[src/rtl/hamming74_rx_deframer.sv]
// Hamming(7,4) receive deframer: serial bits -> 7-bit codeword -> corrected 4-bit data, 1 cycle after the 7th bit.
// No input backpressure: a word completing while the output register is held is dropped and overflow pulses.
module hamming74_rx_deframer #(
  parameter int CNT_W = 16
) (
  input  logic             clk,
  input  logic             rst_n,
  input  logic             bit_in,
  input  logic             bit_valid,
  input  logic             sof,
  output logic [3:0]       out_data,
  output logic [2:0]       out_syndrome,
  output logic             out_corrected,
  output logic             out_valid,
  input  logic             out_ready,
  output logic             overflow,
  output logic             framing_err,
  output logic [CNT_W-1:0] corr_count,
  input  logic             clr_count
);

  typedef enum logic {
    HUNT    = 1'b0,
    COLLECT = 1'b1
  } state_t;

  typedef struct packed {
    logic [3:0] data;
    logic [2:0] syndrome;
    logic       corrected;
  } dec_t;

  state_t     state;
  logic [2:0] bit_cnt;
  logic [6:0] sr;
  dec_t       out_q;

  logic [6:0] word;
  logic [6:0] fixed;
  logic [2:0] syn;
  logic       done;
  logic       accept;
  dec_t       dec;

  // Word as it will look once the current bit is shifted in.
  assign word = {sr[5:0], bit_in};
  assign done = bit_valid && !sof && (state == COLLECT) && (bit_cnt == 3'd6);

  assign syn[0] = word[0] ^ word[2] ^ word[4] ^ word[6];
  assign syn[1] = word[1] ^ word[2] ^ word[5] ^ word[6];
  assign syn[2] = word[3] ^ word[4] ^ word[5] ^ word[6];

  // The syndrome equals the 1-based position of the erroneous bit.
  always_comb begin
    fixed = word;
    if (syn != 3'd0) begin
      fixed[syn - 3'd1] = ~word[syn - 3'd1];
    end
  end

  always_comb begin
    dec           = '0;
    dec.data      = {fixed[6], fixed[5], fixed[4], fixed[2]};
    dec.syndrome  = syn;
    dec.corrected = (syn != 3'd0);
  end

  assign accept = done && (!out_valid || out_ready);

  always_ff @(posedge clk) begin
    if (!rst_n) begin
      state       <= HUNT;
      bit_cnt     <= 3'd0;
      sr          <= 7'd0;
      out_q       <= '0;
      out_valid   <= 1'b0;
      overflow    <= 1'b0;
      framing_err <= 1'b0;
      corr_count  <= '0;
    end else begin
      overflow    <= done && !accept;
      framing_err <= bit_valid && sof && (state == COLLECT) && (bit_cnt != 3'd0);

      if (bit_valid) begin
        sr <= word;
        if (sof) begin
          state   <= COLLECT;
          bit_cnt <= 3'd1;
        end else if (state == COLLECT) begin
          bit_cnt <= (bit_cnt == 3'd6) ? 3'd0 : bit_cnt + 3'd1;
        end
      end

      if (accept) begin
        out_q     <= dec;
        out_valid <= 1'b1;
      end else if (out_ready) begin
        out_valid <= 1'b0;
      end

      if (clr_count) begin
        corr_count <= '0;
      end else if (accept && dec.corrected && !(&corr_count)) begin
        corr_count <= corr_count + CNT_W'(1);
      end
    end
  end

  assign out_data      = out_q.data;
  assign out_syndrome  = out_q.syndrome;
  assign out_corrected = out_q.corrected;

endmodule

[config.mk]
export PLATFORM = sky130hd
export DESIGN_NAME = hamming74_rx_deframer
export DESIGN_NICKNAME = d
export VERILOG_FILES = /design/src/rtl/hamming74_rx_deframer.sv
export SDC_FILE = /design/constraint.sdc
export NUM_CORES = 1
export LEC_CHECK = 0
export BUFFER_PORTS_ARGS = -buffer_cell sky130_fd_sc_hd__buf_2
export CAP_MARGIN = 15
export CORE_MARGIN = 1.5
export CORE_UTILIZATION = 49
export CTS_CLUSTER_DIAMETER = 200
export DETAILED_ROUTE_END_ITERATION = 10
export PLACE_DENSITY = 0.78
export SLEW_MARGIN = 25
export SYNTH_ARGS = -nofsm -noshare
export SYNTH_HDL_FRONTEND = slang
export SYNTH_SLANG_ARGS = --single-unit
[constraint.sdc]
create_clock -name clk -period 3.14 [get_ports clk]
set_clock_uncertainty 0.05 [all_clocks]
set_input_delay 0.471 -clock clk [delete_from_list [all_inputs] [get_ports clk]]
set_output_delay 0.471 -clock clk [all_outputs]
set_load 0.01 [all_outputs]
==> results of run 1 <==
==> synthesized netlist by cell type, types with 2 or more instances <==
library cell,count
clkbuf_1,8
nor2b_1,2
inv_1,4
nand3_1,9
ha_1,3
nor2_1,35
mux2i_1,6
dfxtp_1,37
nand2_1,9
xor2_1,3
o221ai_1,2
xnor2_1,19
o21ai_0,7
and4_1,2
nand2b_1,2
nor3_1,5
nor4_2,2
nand4_1,4
nor3_2,4
nor4_4,2
a21oi_1,8
nor4_1,5
a211oi_1,6
==> cell usage in the layout (no fill, tap or decap), types with 3 or more instances in the layout <==
cell	synthesis	routed
dfxtp_1	37	37
nor2_1	35	35
buf_2	1	33
xnor2_1	19	19
nand2_1	9	9
nand3_1	9	9
a21oi_1	8	8
o21ai_0	7	7
a211oi_1	6	6
mux2i_1	6	6
clkbuf_8	0	6
nor4_1	5	5
nor3_1	5	5
inv_1	4	4
nand4_1	4	4
nor3_2	4	4
buf_4	1	4
xor2_1	3	3
ha_1	3	3
==> state kept, by name, summed over array words and instances, names as in the netlist <==
signal,cells
out_corrected,1
bit_cnt,3
out_data,4
out_valid,1
out_syndrome,3
framing_err,1
corr_count,16
state,1
sr,6
overflow,1
==> logic make-up after synthesis <==
family / synth area share (%)
AOI/OAI and AO/OA: 10.1
xor gates and xnor gates: 11.1
adders and majority gates: 1.99
buffers and inverters: 4.83
DFF: 39.2
muxes: 3.18
and+or+nand+nor: 29.6
==> where the power goes <==
part	switching [mW]	internal (mW)	total, mW
Combinational	0.0347	0.0252	0.0599
Sequential	0.00534	0.473	0.478
Clock	0.160	0.174	0.334
Total	0.200	0.672	0.872
==> routing by layer <==
layer,vias up,track usage [%],wire [um]
li1,803,-,-
met1,728,24.5,1670
met2,41,29.6,1770
met3,4,5.99,201
met4,0,6.51,36
met5,-,0,0
==> critical path: cells and delay by family, from the launching register on <==
family                   cells  cell delay (ns)
flip-flops                   1             0.49
XOR/XNOR                     2             0.34
AND/OR/NAND/NOR              3             1.14
AO/OA/AOI/OAI                2             0.36
adder cells (fa/ha/maj)      2             0.48
==> final cells by class <==
class	instances	share of cell area, %
Tap cell	48	2.76
Timing Repair Buffer	37	8.98
Inverter	5	0.864
Clock buffer	7	3.97
Multi-Input combinational cell	156	49.3
Sequential cell	37	34.1
==> per-stage QoR <==
step | util (%) | hold WS (ns) | area, um^2
6_report | 58.9 | 0.413 | 2170
5_1_grt | 58.9 | 0.437 | 2170
3_5_place_dp | 56.6 | 0.439 | 2090
4_1_cts | 58.9 | 0.404 | 2170
2_1_floorplan | - | 0.427 | 1890
3_3_place_gp | 56.6 | 0.435 | 2090
==> how the worst max path moves through the flow <==
stage	endpoint	slack, ns	depth (start not counted)
after floorplan	corr_count[8]	0.14	13
after global placement	corr_count[15]	0.28	9
after detailed placement	corr_count[15]	0.21	9
after CTS	corr_count[15]	0.18	9
after global routing	corr_count[7]	0.004	9
final	corr_count[15]	0.19	9
==> results by group, run 1 <==
Clock network
  – CTS Buf Count: 5
  – Post-CTS setup buffers: 0
  – # hold bufs at CTS: 0
  – CTS root buf: clkbuf_8
  – Worst-path clk slew: approximately 0.08 ns
  – Post_cts resized: 0
  – Worst-Skew Late Latency: 0.29 ns
  – H-tree levels: 2
  – Max Root-Sink Buffers: 2
  – CTS tree: built
  – Clock sinks: 37

Route
  – Via count: ~1600
  – Drt wl/cell: 12.7 um
  – TritonRoute pass-1 iters: 6
  – Initial DRC count: 61
  – Final WL: 3.68 mm
  – Via/cell ratio: between 5 and 6
  – DRC: 0
  – Antenna viol nets, final: 0

Synthesis
  – Leading area contributor after synthesis: dfxtp_1
  – Top-area cell type share of the netlist area: 39.2%
  – Register area share after synthesis: 39.2%
  – Distinct cells, synth: 50
  – Syn Nets: 221
  – Share of synthesized registers carrying an async set or reset: 0%
  – Synth Instances: 211
  – Dominant cells by area after synthesis: dfxtp_1 39%, xnor2_1 8.8%, nor2_1 7.0%
  – Mapped Avg Cell Area: 8.95 um^2
  – Post-synth top flop: dfxtp_1
  – Post-synth EDFFs: 0
  – Yosys Warn Count: 0
  – #FFs+latches synth: 37
  – Synthesized area: 1890 um^2

Setup path
  – CP Class: register to register
  – Reg-to-reg startpoint: sr[1]
  – Setup crit end kind: register
  – Reg2reg end: corr_count[15]
  – Critical path fanouts, max: 17
  – Slowest cell on crit path: or4_4
  – Worst Setup SP: sr[1]
  – Worst path cell trace: xor2_1 > xnor2_1 > ha_1 > and2_1 > ha_1 > or4_4 > nor3_1 > a311oi_1 > a41o_1
  – Reg2Reg Depth: 9
  – Worst setup SP type: register
  – Reg2reg setup slack: 0.19 ns
  – Slowest stage delay, CP: about 0.70 ns
  – Critical Path AT: 3.09 ns
  – CP dominant cell by count: ha_1
  – Critical Path RT: 3.28 ns

Placed design
  – Hpwl dp: 2.57 mm
  – Placed cell count: 283
  – Dpl ws: 0.215 ns
  – RD Place Congestion: 0.759
  – Port Buf Inserts: 33

Floorplanning
  – Die width: 65.1 um
  – Die Ht: 65.1 um
  – Core ar.: between 3000 and 4000 um^2
  – Full die area: about 4200 um^2
  – # IOs: 34
  – Initial Utilization: 51.2%
  – Core Rows: 22

Timing
  – Least-Margin Pin Slew: 0.665 ns
  – F_max: 339 MHz
  – Max-slew violations: 0
  – Fin crit period: 2.95 ns
  – Setup violators final: 0
  – Period utilization: between 90% and 100%
  – RSZ-0062 raised after global routing: false
  – Max transition margin: a little under three fifths
  – Setup WS post-layout: 0.190 ns
  – Setup TNS: 0 ns
  – Hold Vio Cnt, Final: 0

Worst hold path
  – WHS Endpoint: framing_err
  – Worst Hold Path Cells: 3
  – Hold Crit Class: input pin to register
  – Hold path start: sof

Finish
  – Layout cells sized above 1: a little under a quarter
  – Non-filler cells, final: 290
  – Area of the multi-input gates: 1070 um^2
  – FF/Latch Area: 741 um^2
  – Antenna Cells: 0
  – Nets: roughly 250
  – Synth-to-Final Area Change: 15.0%
  – Fillcell total: between 300 and 400

Power and ir drop
  – Total power: 872 uW
  – Worst IR Drop VDD: 0.000275 V
  – Pleak: 0.815 nW
  – P per Cell Area: about 400 nW/um^2

GRT
  – Gr ovfl total: 0
  – Largest net degree at the start of global routing: 18
  – All-Layer GR Usage: 18.8%
  – Initial antenna violation count: 0
  – Vias in the first global route: 1387
  – First-pass GRT wire length: roughly 6.3 mm

Run status
  – Outcome: finished clean

Run
  – Max cap viols: 0
Power figures use the tool's default switching activity.
==> run 2, diff against run 1 <==
--- a/config.mk
+++ b/config.mk
@@ -7,7 +7,7 @@
 export LEC_CHECK = 0
 export BUFFER_PORTS_ARGS = -buffer_cell sky130_fd_sc_hd__buf_2
 export CAP_MARGIN = 15
-export CORE_MARGIN = 1.5
+export CORE_MARGIN = 8
 export CORE_UTILIZATION = 49
 export CTS_CLUSTER_DIAMETER = 200
 export DETAILED_ROUTE_END_ITERATION = 10
==> results by group, run 2 (synthesis results as in run 1) <==
Run status
  – Outcome: finished clean

GRT
  – Largest net degree at the start of global routing: 18 (unchanged)
  – First-pass GRT wire length: 7.12 mm (+13%)
  – All-Layer GR Usage: 14.1% (-4.8 points)
  – Vias in the first global route: 1562 (+13%)
  – Initial antenna violation count: 0 (unchanged)
  – Gr ovfl total: 0 (unchanged)

Timing
  – RSZ-0062 raised after global routing: false
  – Setup TNS: 0 ns (unchanged)
  – Least-Margin Pin Slew: 0.629 ns (-0.0365 ns)
  – Max transition margin: 58.1% (+2.4 points)
  – Hold Vio Cnt, Final: 0 (unchanged)
  – Setup WS post-layout: 0.264 ns (+0.0746 ns)
  – Hold Worst Slack: 0.406 ns (-0.00642 ns)
  – Max-slew violations: 0 (unchanged)
  – Fin crit period: 2.88 ns (-0.0746 ns)
  – Setup violators final: 0 (unchanged)
  – Period utilization: 91.6% (-2.4 points)
  – F_max: 348 MHz (+2.6%)

Finish
  – Area of the multi-input gates: 1080 um^2 (+0.58%)
  – Synth-to-Final Area Change: 18.3%
  – Max reg flops: 16 (unchanged)
  – FF/Latch Area: 742 um^2 (+0.17%)
  – Top reg by flops: corr_count
  – Non-filler cells, final: 292 (+0.69%)
  – Post-layout util: 60.6% (+1.7 points)
  – Layout cells sized above 1: 25.8% (+1.9 points)
  – Fillcell total: 339 (-0.88%)
  – Commonest non-fill, non-tap cell in the layout: dfxtp_1
  – Antenna Cells: 0 (unchanged)
  – Most frequent cells in the layout: 36 x dfxtp_1, 35 x nor2_1, 33 x buf_2
  – Nets: 253 (+0.40%)

Run
  – Max cap viols: 0 (unchanged)

Placed design
  – Dpl ws: 0.197 ns (-0.0180 ns)
  – Port Buf Inserts: 33 (unchanged)
  – Placed cell count: 284 (+0.35%)
  – Hpwl dp: 2.86 mm (+11%)
  – RD Place Congestion: 0.775 (+2.0%)

Clock network
  – CTS tree: built
  – CTS Buf Count: 5 (unchanged)
  – CTS root buf: clkbuf_8
  – Post-CTS setup buffers: 0 (unchanged)
  – Max Root-Sink Buffers: 2 (unchanged)
  – Worst-path clk slew: 0.07 ns (about the same)
  – Clock sinks: 37 (unchanged)
  – H-tree levels: 2 (unchanged)
  – Worst-Skew Late Latency: 0.30 ns (about the same)

Floorplanning
  – Full die area: 6100 um^2 (+44%)
  – Core Rows: 22 (unchanged)
  – # IOs: 34 (unchanged)
  – Die Ht: 78.1 um (+20%)
  – Die width: 78.1 um (+20%)
  – Core ar.: 3690 um^2 (unchanged)
  – Initial Utilization: 51.2% (unchanged)

Setup path
  – Critical Path AT: 3.02 ns (-0.07 ns)
  – Critical path buffer and inverter count: 0 (unchanged)
  – CP Class: register to register
  – CP delay by family, top: simple AND/OR/NAND/NOR gates
  – Worst path cell trace: xor2_1 > xnor2_1 > ha_1 > and2_1 > ha_1 > or4_4 > nor3_1 > a311oi_1 > a41o_1
  – Critical Path RT: 3.28 ns (about the same)
  – Critical path fanouts, max: 17 (unchanged)
  – Reg2reg setup slack: 0.26 ns (+0.07 ns)
  – Reg2reg end: corr_count[15]
  – CP dominant cell by count: ha_1
  – Reg-to-reg startpoint: sr[1]
  – Reg2Reg Depth: 9 (unchanged)
  – Slowest stage delay, CP: 0.70 ns (about the same)
  – Setup crit end kind: register
  – Worst setup SP type: register
  – Slowest cell on crit path: or4_4

Worst hold path
  – Worst Hold Path Cells: 3 (unchanged)
  – Hold path start: sof
  – Hold Crit Class: input pin to register
  – WHS Endpoint: framing_err

Route
  – Via/cell ratio: 5.37 (-1.2%)
  – Met3 routed WL: 172 um (-14%)
  – Final WL: 4.04 mm (+10%)
  – TritonRoute pass-1 iters: 6 (unchanged)
  – Antenna viol nets, final: 0 (unchanged)
  – DR WL met2: 1.94 mm (+9.8%)
  – Met1 WL: 1.86 mm (+12%)
  – DRC: 0 (unchanged)
  – Initial DRC count: 85 (+39%)
  – Drt wl/cell: 13.8 um (+9.3%)
  – Via count: 1568 (-0.51%)
  – DR top layer: met4

Power and ir drop
  – Pleak: 0.845 nW (+3.6%)
  – Worst IR Drop VDD: 0.000335 V (+22%)
  – P per Cell Area: 461 nW/um^2 (+15%)
[run 2: cell count changes in the layout (fill, tap and decap cells not counted)]
cell	delta
clkbuf_1	-1
buf_4	+1
nor4b_1	-1
clkbuf_8	-1
bufinv_16	+2
nor4b_2	+1
dfxtp_2	+1
dfxtp_1	-1
clkinv_2	+1
[run 2: final cells by class]
type | instances | area share (%)
Sequential cell | 37 | 33.2
Clock buffer | 5 | 3.08
Tap cell | 48 | 2.69
Inverter | 5 | 0.839
Timing Repair Buffer | 38 | 9.07
Clock inverter | 3 | 2.91
Multi-Input combinational cell | 156 | 48.2
[run 2: worst register-to-register path, delay by kind of cell, from the launching register on]
kind	cells	cell delay (ns)
xor gates and xnor gates	2	0.32
and+or+nand+nor	3	1.13
DFF	1	0.42
AOI/OAI and AO/OA	2	0.37
adders and majority gates	2	0.49
[run 2: per-stage QoR]
stage                     cell area (um^2)  power, mW
after detailed placement              2090      0.548
after CTS                             2230       1.04
final                                 2240       1.03
after floorplan                       1890      0.532
after global routing                  2240       1.07
after global placement                2090      0.547
[run 2: what timing repair did]
item / in CTS / in global routing
endpoints found under the setup margin: 0 / 4
gates resized for setup: 0 / 2
hold buffers: 0 / 0
[run 2: worst max-delay path by stage]
stage,from,endpoint,cells after the start
global route,sr[1],corr_count[11],9
detailed placement,sr[1],corr_count[15],9
CTS,sr[1],corr_count[15],9
finish,sr[1],corr_count[15],9
floorplan,sr[1],corr_count[8],13
global placement,sr[1],corr_count[15],9
[run 2: power by group]
part | switching [mW] | leakage (nW) | internal (mW)
registers | 0.00549 | 0.299 | 0.473
logic | 0.0345 | 0.478 | 0.0253
clock network | 0.177 | 0.0681 | 0.315
total | 0.217 | 0.845 | 0.813
[run 2: metal layers]
metal	track usage, %	vias up
met5	0	-
met4	5.74	0
met3	5.13	6
met1	16.0	737
li1	-	804
met2	23.3	21
==> run 3, diff against run 2 <==
--- a/config.mk
+++ b/config.mk
@@ -5,13 +5,13 @@
 export SDC_FILE = /design/constraint.sdc
 export NUM_CORES = 1
 export LEC_CHECK = 0
-export BUFFER_PORTS_ARGS = -buffer_cell sky130_fd_sc_hd__buf_2
+export BUFFER_PORTS_ARGS = -buffer_cell sky130_fd_sc_hd__clkbuf_2
 export CAP_MARGIN = 15
 export CORE_MARGIN = 8
 export CORE_UTILIZATION = 49
 export CTS_CLUSTER_DIAMETER = 200
 export DETAILED_ROUTE_END_ITERATION = 10
-export PLACE_DENSITY = 0.78
+export PLACE_DENSITY = 0.73
 export SLEW_MARGIN = 25
 export SYNTH_ARGS = -nofsm -noshare
 export SYNTH_HDL_FRONTEND = slang
==> results by group, run 3 (synthesis results as in run 1) <==
Route
  – TritonRoute pass-1 iters: 4 (-2)
  – DRC: 0 (unchanged)
  – Final WL: 4.03 mm (-0.22%)
  – Initial DRC count: 81 (-4.7%)
  – Via count: 1592 (+1.5%)
  – Drt wl/cell: 13.9 um (+0.12%)
  – Antenna viol nets, final: 0 (unchanged)
  – Via/cell ratio: 5.47 (+1.9%)

Clock network
  – Max Root-Sink Buffers: 2 (unchanged)
  – Clock sinks: 37 (unchanged)
  – Worst-Skew Late Latency: 0.29 ns (about the same)
  – CTS tree: built
  – Worst-path clk slew: 0.07 ns (about the same)
  – Post-CTS setup buffers: 0 (unchanged)
  – CTS root buf: clkbuf_8
  – CTS Buf Count: 5 (unchanged)
  – H-tree levels: 2 (unchanged)

Setup path
  – Reg-to-reg startpoint: sr[5]
  – Worst path cell trace: xnor2_2 > xnor2_1 > and2_1 > ha_1 > or4_4 > nor3_1 > a311oi_1 > a41o_1
  – CP Class: register to register
  – Reg2Reg Depth: 8 (-1)
  – CP delay by family, top: simple AND/OR/NAND/NOR gates
  – Slowest stage delay, CP: 0.70 ns (about the same)
  – Critical Path AT: 3.04 ns (+0.02 ns)
  – Critical Path RT: 3.28 ns (about the same)
  – Worst setup SP type: register
  – Slowest cell on crit path: or4_4
  – Reg2reg end: corr_count[15]
  – Critical path fanouts, max: 17 (unchanged)
  – Reg2reg setup slack: 0.24 ns (-0.02 ns)
  – Setup crit end kind: register
  – Critical path buffer and inverter count: 0 (unchanged)

Power and ir drop
  – Switch Pwr: 200 uW (-8.2%)
  – Pleak: 0.797 nW (-5.7%)
  – Sequential fraction of design power: 54.8% (+8.4 points)
  – Switching Share: 22.9% (+1.8 points)
  – Power share of the clock group: 38.2% (-9.6 points)
  – Internal: 672 uW (-17%)
  – Total power: 872 uW (-15%)
  – P per Cell Area: 400 nW/um^2 (-13%)
  – Worst IR Drop VDD: 0.000249 V (-26%)
  – Comb power frac: 6.9% (+1.1 points)

Floorplanning
  – Die Ht: 78.1 um (unchanged)
  – Die width: 78.1 um (unchanged)
  – Initial Utilization: 51.2% (unchanged)
  – Full die area: 6100 um^2 (unchanged)
  – Core Rows: 22 (unchanged)
  – Core ar.: 3690 um^2 (unchanged)
  – # IOs: 34 (unchanged)

Timing
  – F_max: 345 MHz (-0.84%)
  – Least-Margin Pin Slew: 0.674 ns (+0.0452 ns)
  – RSZ-0062 raised after global routing: false
  – Max transition margin: 55.0% (-3.1 points)
  – Setup WS post-layout: 0.240 ns (-0.0244 ns)
  – Max-slew violations: 0 (unchanged)
  – Setup violators final: 0 (unchanged)
  – Fin crit period: 2.90 ns (+0.0244 ns)
  – Hold Vio Cnt, Final: 0 (unchanged)
  – Setup TNS: 0 ns (unchanged)
  – Period utilization: 92.4% (+0.78 points)

Finish
  – Top reg by flops: corr_count
  – Max reg flops: 16 (unchanged)
  – Nets: 253 (unchanged)
  – Post-layout util: 59.2% (-1.5 points)
  – Layout cells sized above 1: 24.7% (-1.1 points)
  – Commonest non-fill, non-tap cell in the layout: dfxtp_1
  – Antenna Cells: 0 (unchanged)
  – Fillcell total: 343 (+1.2%)
  – Synth-to-Final Area Change: 15.5%
  – Most frequent cells in the layout: 36 x dfxtp_1, 35 x nor2_1, 33 x clkbuf_2

Worst hold path
  – Hold path start: sof
  – Worst Hold Path Cells: 3 (unchanged)
  – WHS Endpoint: framing_err
  – Hold Crit Class: input pin to register

Run status
  – Outcome: finished clean

GRT
  – All-Layer GR Usage: 14.0% (-0.030 points)
  – Initial antenna violation count: 0 (unchanged)
  – Gr ovfl total: 0 (unchanged)
  – First-pass GRT wire length: 7.12 mm (unchanged)
  – Vias in the first global route: 1509 (-3.4%)
  – Largest net degree at the start of global routing: 18 (unchanged)

Placed design
  – Dpl ws: 0.177 ns (-0.0199 ns)
  – Hpwl dp: 2.90 mm (+1.4%)
  – Port Buf Inserts: 33 (unchanged)
  – RD Place Congestion: 0.780 (+0.68%)

Run
  – Max cap viols: 0 (unchanged)
## run 3: cell count changes in the layout (fill, tap and decap cells not counted), sizes merged
cell	delta
clkbuf	+35
buf	-33
bufinv	-2
clkinv	-1
## run 3: cell type report
type / count / area [um^2] / area share [%]
clock buffers: 7 / 86.3 / 3.96
inverters: 5 / 18.8 / 0.860
multi-input cells: 156 / 1070 / 49.1
flip-flops and latches: 37 / 742 / 34.0
well taps: 48 / 60.1 / 2.75
repair buffers: 38 / 203 / 9.29
## run 3: how the worst max path moves through the flow
stage	startpoint	endpoint	cells past startpoint
2_1_floorplan	sr[1]	corr_count[8]	13
3_3_place_gp	sr[1]	corr_count[15]	9
3_5_place_dp	sr[1]	corr_count[15]	9
4_1_cts	sr[1]	corr_count[15]	9
5_1_grt	sr[1]	corr_count[15]	9
6_report	sr[5]	corr_count[15]	8
## run 3: what timing repair did
item,in CTS,in global routing
hold buffers,0,0
endpoints found under the setup margin,0,1
resized for setup,0,1
## run 3: layer usage
layer / vias to the layer above / track usage [%] / part of all wire (%)
met3: 7 / 3.76 / 5.5
met1: 737 / 16.9 / 46
li1: 809 / - / -
met4: 0 / 7.78 / 2.2
met2: 39 / 22.2 / 47
met5: - / 0 / 0
## run 3: through the flow
stage                     hold slack, ns  instances  cell area [um^2]
after floorplan                    0.427        211              1890
after global placement             0.437        284              2090
after detailed placement           0.435        284              2090
after CTS                          0.407        291              2180
after global routing               0.447        291              2180
final                              0.419        291              2180
## run 3: worst register-to-register path, stage by stage, from the launching register on
cell and delay [ns]:
dfxtp_1 0.37, xnor2_2 0.37, xnor2_1 0.20, and2_1 0.20, ha_1 0.23, or4_4 0.70
nor3_1 0.31, a311oi_1 0.15, a41o_1 0.23
## run 3: power by group through the flow
| stage | registers (mW) | clock network [mW] | logic [mW] |
|---|---|---|---|
| detailed placement | 0.489 | 0 | 0.0604 |
| finish | 0.478 | 0.333 | 0.0604 |
| global placement | 0.489 | 0 | 0.0591 |
| floorplan | 0.487 | 0 | 0.0457 |
| CTS | 0.478 | 0.349 | 0.0606 |
| global route | 0.479 | 0.364 | 0.0679 |
